**config.mk**
```make
export PLATFORM = sky130hd
export DESIGN_NAME = axis_lane_adder
export DESIGN_NICKNAME = d
export VERILOG_FILES = /design/src/rtl/axis_lane_adder.sv
export SDC_FILE = /design/constraint.sdc
export NUM_CORES = 1
export LEC_CHECK = 0
export ABC_AREA = 1
export CAP_MARGIN = 25
export CORE_MARGIN = 2
export CORE_UTILIZATION = 52
export CTS_CLUSTER_DIAMETER = 200
export DETAILED_ROUTE_END_ITERATION = 16
export PLACE_DENSITY = 0.73
export SYNTH_ARGS = -nofsm -noshare
export SYNTH_HDL_FRONTEND = slang
export SYNTH_SLANG_ARGS = --single-unit
```
**constraint.sdc**
```tcl
create_clock -name aclk -period 4.65 [get_ports aclk]
set_input_delay 0.93 -clock aclk [delete_from_list [all_inputs] [get_ports aclk]]
set_output_delay 0.93 -clock aclk [all_outputs]
set_load 0.03 [all_outputs]
```
**src/rtl/axis_lane_adder.sv**
```systemverilog
// Multi-lane AXI-Stream adder/subtractor: two registered stages, full backpressure, tid/tlast pass-through.
// Optional beat/packet counters are built when AXIS_LANE_ADDER_STATS_EN is defined.
module axis_lane_adder #(
  parameter int unsigned C_DATA_WIDTH = 32,
  parameter int unsigned C_LANES      = 4,
  parameter int unsigned C_ID_WIDTH   = 8
) (
  input  logic                                   aclk,
  input  logic                                   areset,
  output logic                                   s_axis_tready,
  input  logic                                   s_axis_tvalid,
  input  logic [C_LANES*2*C_DATA_WIDTH-1:0]      s_axis_tdata,
  input  logic                                   s_axis_tuser,
  input  logic                                   s_axis_tlast,
  input  logic [C_ID_WIDTH-1:0]                  s_axis_tid,
  output logic                                   m_axis_tvalid,
  input  logic                                   m_axis_tready,
  output logic [C_LANES*(C_DATA_WIDTH+1)-1:0]    m_axis_tdata,
  output logic                                   m_axis_tlast,
  output logic [C_ID_WIDTH-1:0]                  m_axis_tid
`ifdef AXIS_LANE_ADDER_STATS_EN
  ,
  output logic [31:0]                            stat_beats,
  output logic [31:0]                            stat_pkts
`endif
);

  localparam int unsigned W     = C_DATA_WIDTH;
  localparam int unsigned RW    = C_DATA_WIDTH + 1;
  localparam int unsigned IN_W  = C_LANES * 2 * C_DATA_WIDTH;
  localparam int unsigned OUT_W = C_LANES * (C_DATA_WIDTH + 1);

  logic                  s1_valid_q, s1_valid_d;
  logic [IN_W-1:0]       s1_data_q,  s1_data_d;
  logic                  s1_op_q,    s1_op_d;
  logic                  s1_last_q,  s1_last_d;
  logic [C_ID_WIDTH-1:0] s1_id_q,    s1_id_d;

  logic                  s2_valid_q, s2_valid_d;
  logic [OUT_W-1:0]      s2_data_q,  s2_data_d;
  logic                  s2_last_q,  s2_last_d;
  logic [C_ID_WIDTH-1:0] s2_id_q,    s2_id_d;

  logic                  adv1_c, adv2_c, accept_c;
  logic [OUT_W-1:0]      lane_res_c;

  // Per-lane arithmetic on the S1 operands; operands zero-extended so bit W is carry/borrow.
  for (genvar i = 0; i < C_LANES; i++) begin : g_lane
    logic [RW-1:0] a_ext_c;
    logic [RW-1:0] b_ext_c;
    assign a_ext_c = {1'b0, s1_data_q[2*i*W +: W]};
    assign b_ext_c = {1'b0, s1_data_q[(2*i+1)*W +: W]};
    assign lane_res_c[i*RW +: RW] = s1_op_q ? (a_ext_c - b_ext_c) : (a_ext_c + b_ext_c);
  end

  assign adv2_c        = !s2_valid_q || m_axis_tready;
  assign adv1_c        = !s1_valid_q || adv2_c;
  assign s_axis_tready = adv1_c && !areset;
  assign accept_c      = s_axis_tvalid && s_axis_tready;

  // Stage advance: payload registers only load on a real beat, valids follow the handshake rules.
  always_comb begin
    s1_valid_d = s1_valid_q;
    s1_data_d  = s1_data_q;
    s1_op_d    = s1_op_q;
    s1_last_d  = s1_last_q;
    s1_id_d    = s1_id_q;
    s2_valid_d = s2_valid_q;
    s2_data_d  = s2_data_q;
    s2_last_d  = s2_last_q;
    s2_id_d    = s2_id_q;

    if (adv1_c) begin
      s1_valid_d = accept_c;
    end
    if (accept_c) begin
      s1_data_d = s_axis_tdata;
      s1_op_d   = s_axis_tuser;
      s1_last_d = s_axis_tlast;
      s1_id_d   = s_axis_tid;
    end

    if (adv2_c) begin
      s2_valid_d = s1_valid_q;
      if (s1_valid_q) begin
        s2_data_d = lane_res_c;
        s2_last_d = s1_last_q;
        s2_id_d   = s1_id_q;
      end
    end
  end

  always_ff @(posedge aclk) begin
    if (areset) begin
      s1_valid_q <= 1'b0;
      s1_data_q  <= '0;
      s1_op_q    <= 1'b0;
      s1_last_q  <= 1'b0;
      s1_id_q    <= '0;
      s2_valid_q <= 1'b0;
      s2_data_q  <= '0;
      s2_last_q  <= 1'b0;
      s2_id_q    <= '0;
    end else begin
      s1_valid_q <= s1_valid_d;
      s1_data_q  <= s1_data_d;
      s1_op_q    <= s1_op_d;
      s1_last_q  <= s1_last_d;
      s1_id_q    <= s1_id_d;
      s2_valid_q <= s2_valid_d;
      s2_data_q  <= s2_data_d;
      s2_last_q  <= s2_last_d;
      s2_id_q    <= s2_id_d;
    end
  end

  assign m_axis_tvalid = s2_valid_q;
  assign m_axis_tdata  = s2_data_q;
  assign m_axis_tlast  = s2_last_q;
  assign m_axis_tid    = s2_id_q;

`ifdef AXIS_LANE_ADDER_STATS_EN
  logic [31:0] beats_q, beats_d;
  logic [31:0] pkts_q,  pkts_d;

  // Free-running wrap-around counters of master handshakes and packet ends.
  always_comb begin
    beats_d = beats_q;
    pkts_d  = pkts_q;
    if (s2_valid_q && m_axis_tready) begin
      beats_d = beats_q + 32'd1;
      if (s2_last_q) begin
        pkts_d = pkts_q + 32'd1;
      end
    end
  end

  always_ff @(posedge aclk) begin
    if (areset) begin
      beats_q <= '0;
      pkts_q  <= '0;
    end else begin
      beats_q <= beats_d;
      pkts_q  <= pkts_d;
    end
  end

  assign stat_beats = beats_q;
  assign stat_pkts  = pkts_q;
`endif

endmodule

```
==> summary.txt <==
Die
  • Initial Util: between 50% and 60%
  • IO Pins: 413
  • Rows: 86
  • Die Area: 57500 µm²
  • Die height: 240 µm
  • CORE AREA: ~55000 µm²
  • Chip width: 240 µm

Setup path
  • CP required: approximately 3.7 ns
  • CP Cell Sequence: clkdlybuf4s50_1 -> inv_1 -> nand2_1 -> nor2_1 -> inv_2 -> nand2_2 -> inv_1 -> clkdlybuf4s50_1
  • CP arrival: approximately 2.8 ns
  • Worst setup SP type: input pin
  • Slowest-stage cell, CP: clkdlybuf4s50_1
  • Worst stage delay on the critical path: 0.70 ns
  • Crit-path max FO: 3
  • Endpoint type of the worst setup path: primary output
  • Kind of critical path: input pin to primary output

GRT
  • Met3 Use GR: between 3 and 4%
  • Gr busiest metal: met2
  • Met2 Track Usage GR: around half
  • GR Util met1: between 40% and 50%
  • First-pass GRT wire length: 140 mm
  • Grt total ovfl: 0
  • Largest net degree at the start of global routing: approximately 140
  • Number of global-route vias before repair: 26842
  • Initial antenna violation count: 5
  • All-layer global routing usage: 30.6%

Placed design
  • DP HPWL: between 60 and 70 mm
  • I/O Buffers: between 400 and 500
  • Placer Congestion: about 0.96
  • Pre-CTS setup slack: 0.961 ns
  • Post-Place Cells: 5697

Route
  • Number of antenna-violating nets in the routed design: 0
  • Via-per-instance ratio: between 4 and 5
  • Routed len/inst: 15.4 µm
  • DRT Pass-1 Iters: 6
  • DRC errors left: 0
  • Via count: 28775
  • Final WL: roughly 90 mm
  • Initial DRC Count: approximately 1900

Final layout
  • Final Instance Count excl. Fillers: 5781
  • Footprint of the multi-input gates: between 15000 and 20000 µm²
  • # fillers: 5285
  • Share of cells above drive strength 1: around 7.2%
  • Area grow syn2layout: 21.0%
  • Layout Nets: about 5400
  • FF+latch area: 8190 µm²

Outcome
  • Status: finished, final reports clean

Yosys
  • Post-synth EDFFs: 0
  • Largest cells by area after synthesis: dfxtp_1, nand2_1, inv_1, nor2_1, ha_1
  • FFs w/ async S/R, synth: 0%
  • Yosys reg bits: 409
  • Sequential share of the synthesized area: between 20% and 30%
  • Most frequent cell after synthesis: nand2_1
  • Mapped cell area: a little under 30000 µm²
  • Post-synth top cells: nand2_1, inv_1, nor2_1
  • Post-synth top area share: between 20 and 30%
  • YS warnings: 0
  • Post-synthesis cell count: between 4000 and 5000
  • Synth area leader: dfxtp_1
  • Synthesized area per cell: roughly 6.2 µm²
  • Mapped Nets: 5065
  • Main flop type after synthesis: dfxtp_1
  • Unique masters post-synth: 48

Timing
  • Setup Skew: 0.0320 ns
  • Final min period: ~3.7 ns
  • Slew @ Worst Pin: roughly 1.0 ns
  • Slew HR: a little under a third
  • Endpoints failing setup: 0
  • RSZ-0062 raised after global routing: false
  • Fmax achieved: 0.268 GHz
  • Period utilization: between 80 and 90%
  • Fin. Hold Viols: 0
  • Setup TNS: 0 ns
  • Final setup margin: 0.922 ns
  • Max Slew Vio Count: 0

Hold path
  • Min-delay worst type: register to register

Clock network
  • Clock sink count: slightly above 400
  • Clk_lat worst skew: ~0.61 ns
  • CTS tree: done
  • Post-CTS Hold Buffers: 0
  • Root buf cell: clkbuf_16
  • Clock-pin slew on the worst setup and hold paths: 0.06 ns
  • # H-tree levels: 2
  • Setup repair bufs after CTS: 0
  • Cts repair resizes: 0
  • Inserted Clock Buffers: 46
  • Clock Tree Buf Depth: 3

Pwr
  • Worst VDD drop: 0.000280 V
  • Static leakage: between 15 and 20 nW
  • PwrDens: approximately 340 nW/µm²

Job
  • Max Cap Viol: 0
==> worst max-delay path, delay by kind of cell <==
kind | cells | cell delay [ns]
buf+inv | 5 | 1.59
simple gates | 3 | 0.28
==> routing by layer <==
| layer | vias to the layer above | part of all wire, % |
|---|---|---|
| met3 | 135 | 6.1 |
| met2 | 788 | 46 |
| li1 | 14957 | - |
| met5 | - | 0 |
| met4 | 0 | 2.9 |
| met1 | 12895 | 45 |
==> per-stage QoR <==
step	hold WS (ns)	total power, W	instance area (µm²)	utilization, %
6_report	0.471	0.0118	35000	63.5
5_1_grt	0.488	0.0125	35000	63.5
3_3_place_gp	0.456	0.00813	33500	60.8
3_5_place_dp	0.458	0.00816	33500	60.8
2_1_floorplan	0.443	0.00685	28900	-
4_1_cts	0.470	0.0118	35000	63.5
==> power by group <==
part | switching (W) | internal [W]
logic | 0.00263 | 0.00150
registers | 0.000228 | 0.00379
clock network | 0.00155 | 0.00209
==> flip-flops by register name, summed over array words and instances, names as in the netlist <==
signal / cells
m_axis_tid: 8
m_axis_tvalid: 1
s1_id_q: 8
s1_op_q: 1
m_axis_tlast: 1
m_axis_tdata: 132
s1_valid_q: 1
s1_last_q: 1
s1_data_q: 256
==> cell usage in the layout (no fill, tap or decap), types with 7 or more instances in the layout <==
cell	instances
nand2_1	1567
inv_1	784
nor2_1	524
clkdlybuf4s50_1	411
dfxtp_1	408
nand3_1	199
xor2_1	161
o21ai_0	143
ha_1	132
o21ai_1	129
o31ai_2	113
a21oi_1	103
clkbuf_16	47
inv_2	36
nand2_2	33
nor3_1	24
nor2_2	20
nand3_2	18
buf_4	18
nand4_1	12
clkbuf_8	12
o21ai_2	11
clkinv_2	10
and2_1	9
o21bai_1	8
xnor2_1	8
buf_12	8
o211ai_1	7
==> worst paths after layout <==
check                           from                              to  slack (ns)  cells past startpoint
max                    m_axis_tready                   s_axis_tready        0.92                      8
min          s1_id_q[4]$_SDFFE_PP0P_         s1_id_q[4]$_SDFFE_PP0P_        0.47                      2
max reg2reg     s1_op_q$_SDFFE_PP0P_  m_axis_tdata[128]$_SDFFE_PP0P_        1.28                     16
min reg2reg  s1_id_q[4]$_SDFFE_PP0P_         s1_id_q[4]$_SDFFE_PP0P_        0.47                      2
==> cell families after synthesis <==
logic type	Yosys count	share of synthesized area, %
AO/OA/AOI/OAI	535	12.7
AND/OR/NAND/NOR	2439	34.3
XOR/XNOR	169	5.12
buffers and inverters	971	13.5
flip-flops	409	28.3
adder cells (fa/ha/maj)	136	5.99
==> layout make-up <==
class	count	area share (%)
multi-input cells	3279	48.1
flip-flops and latches	409	23.4
repair buffers	438	12.6
inverters	823	8.86
clock buffers	61	3.85
well taps	748	2.67
clock inverters	19	0.426
diodes	4	0.0286
(Power assumes the default switching activity.)
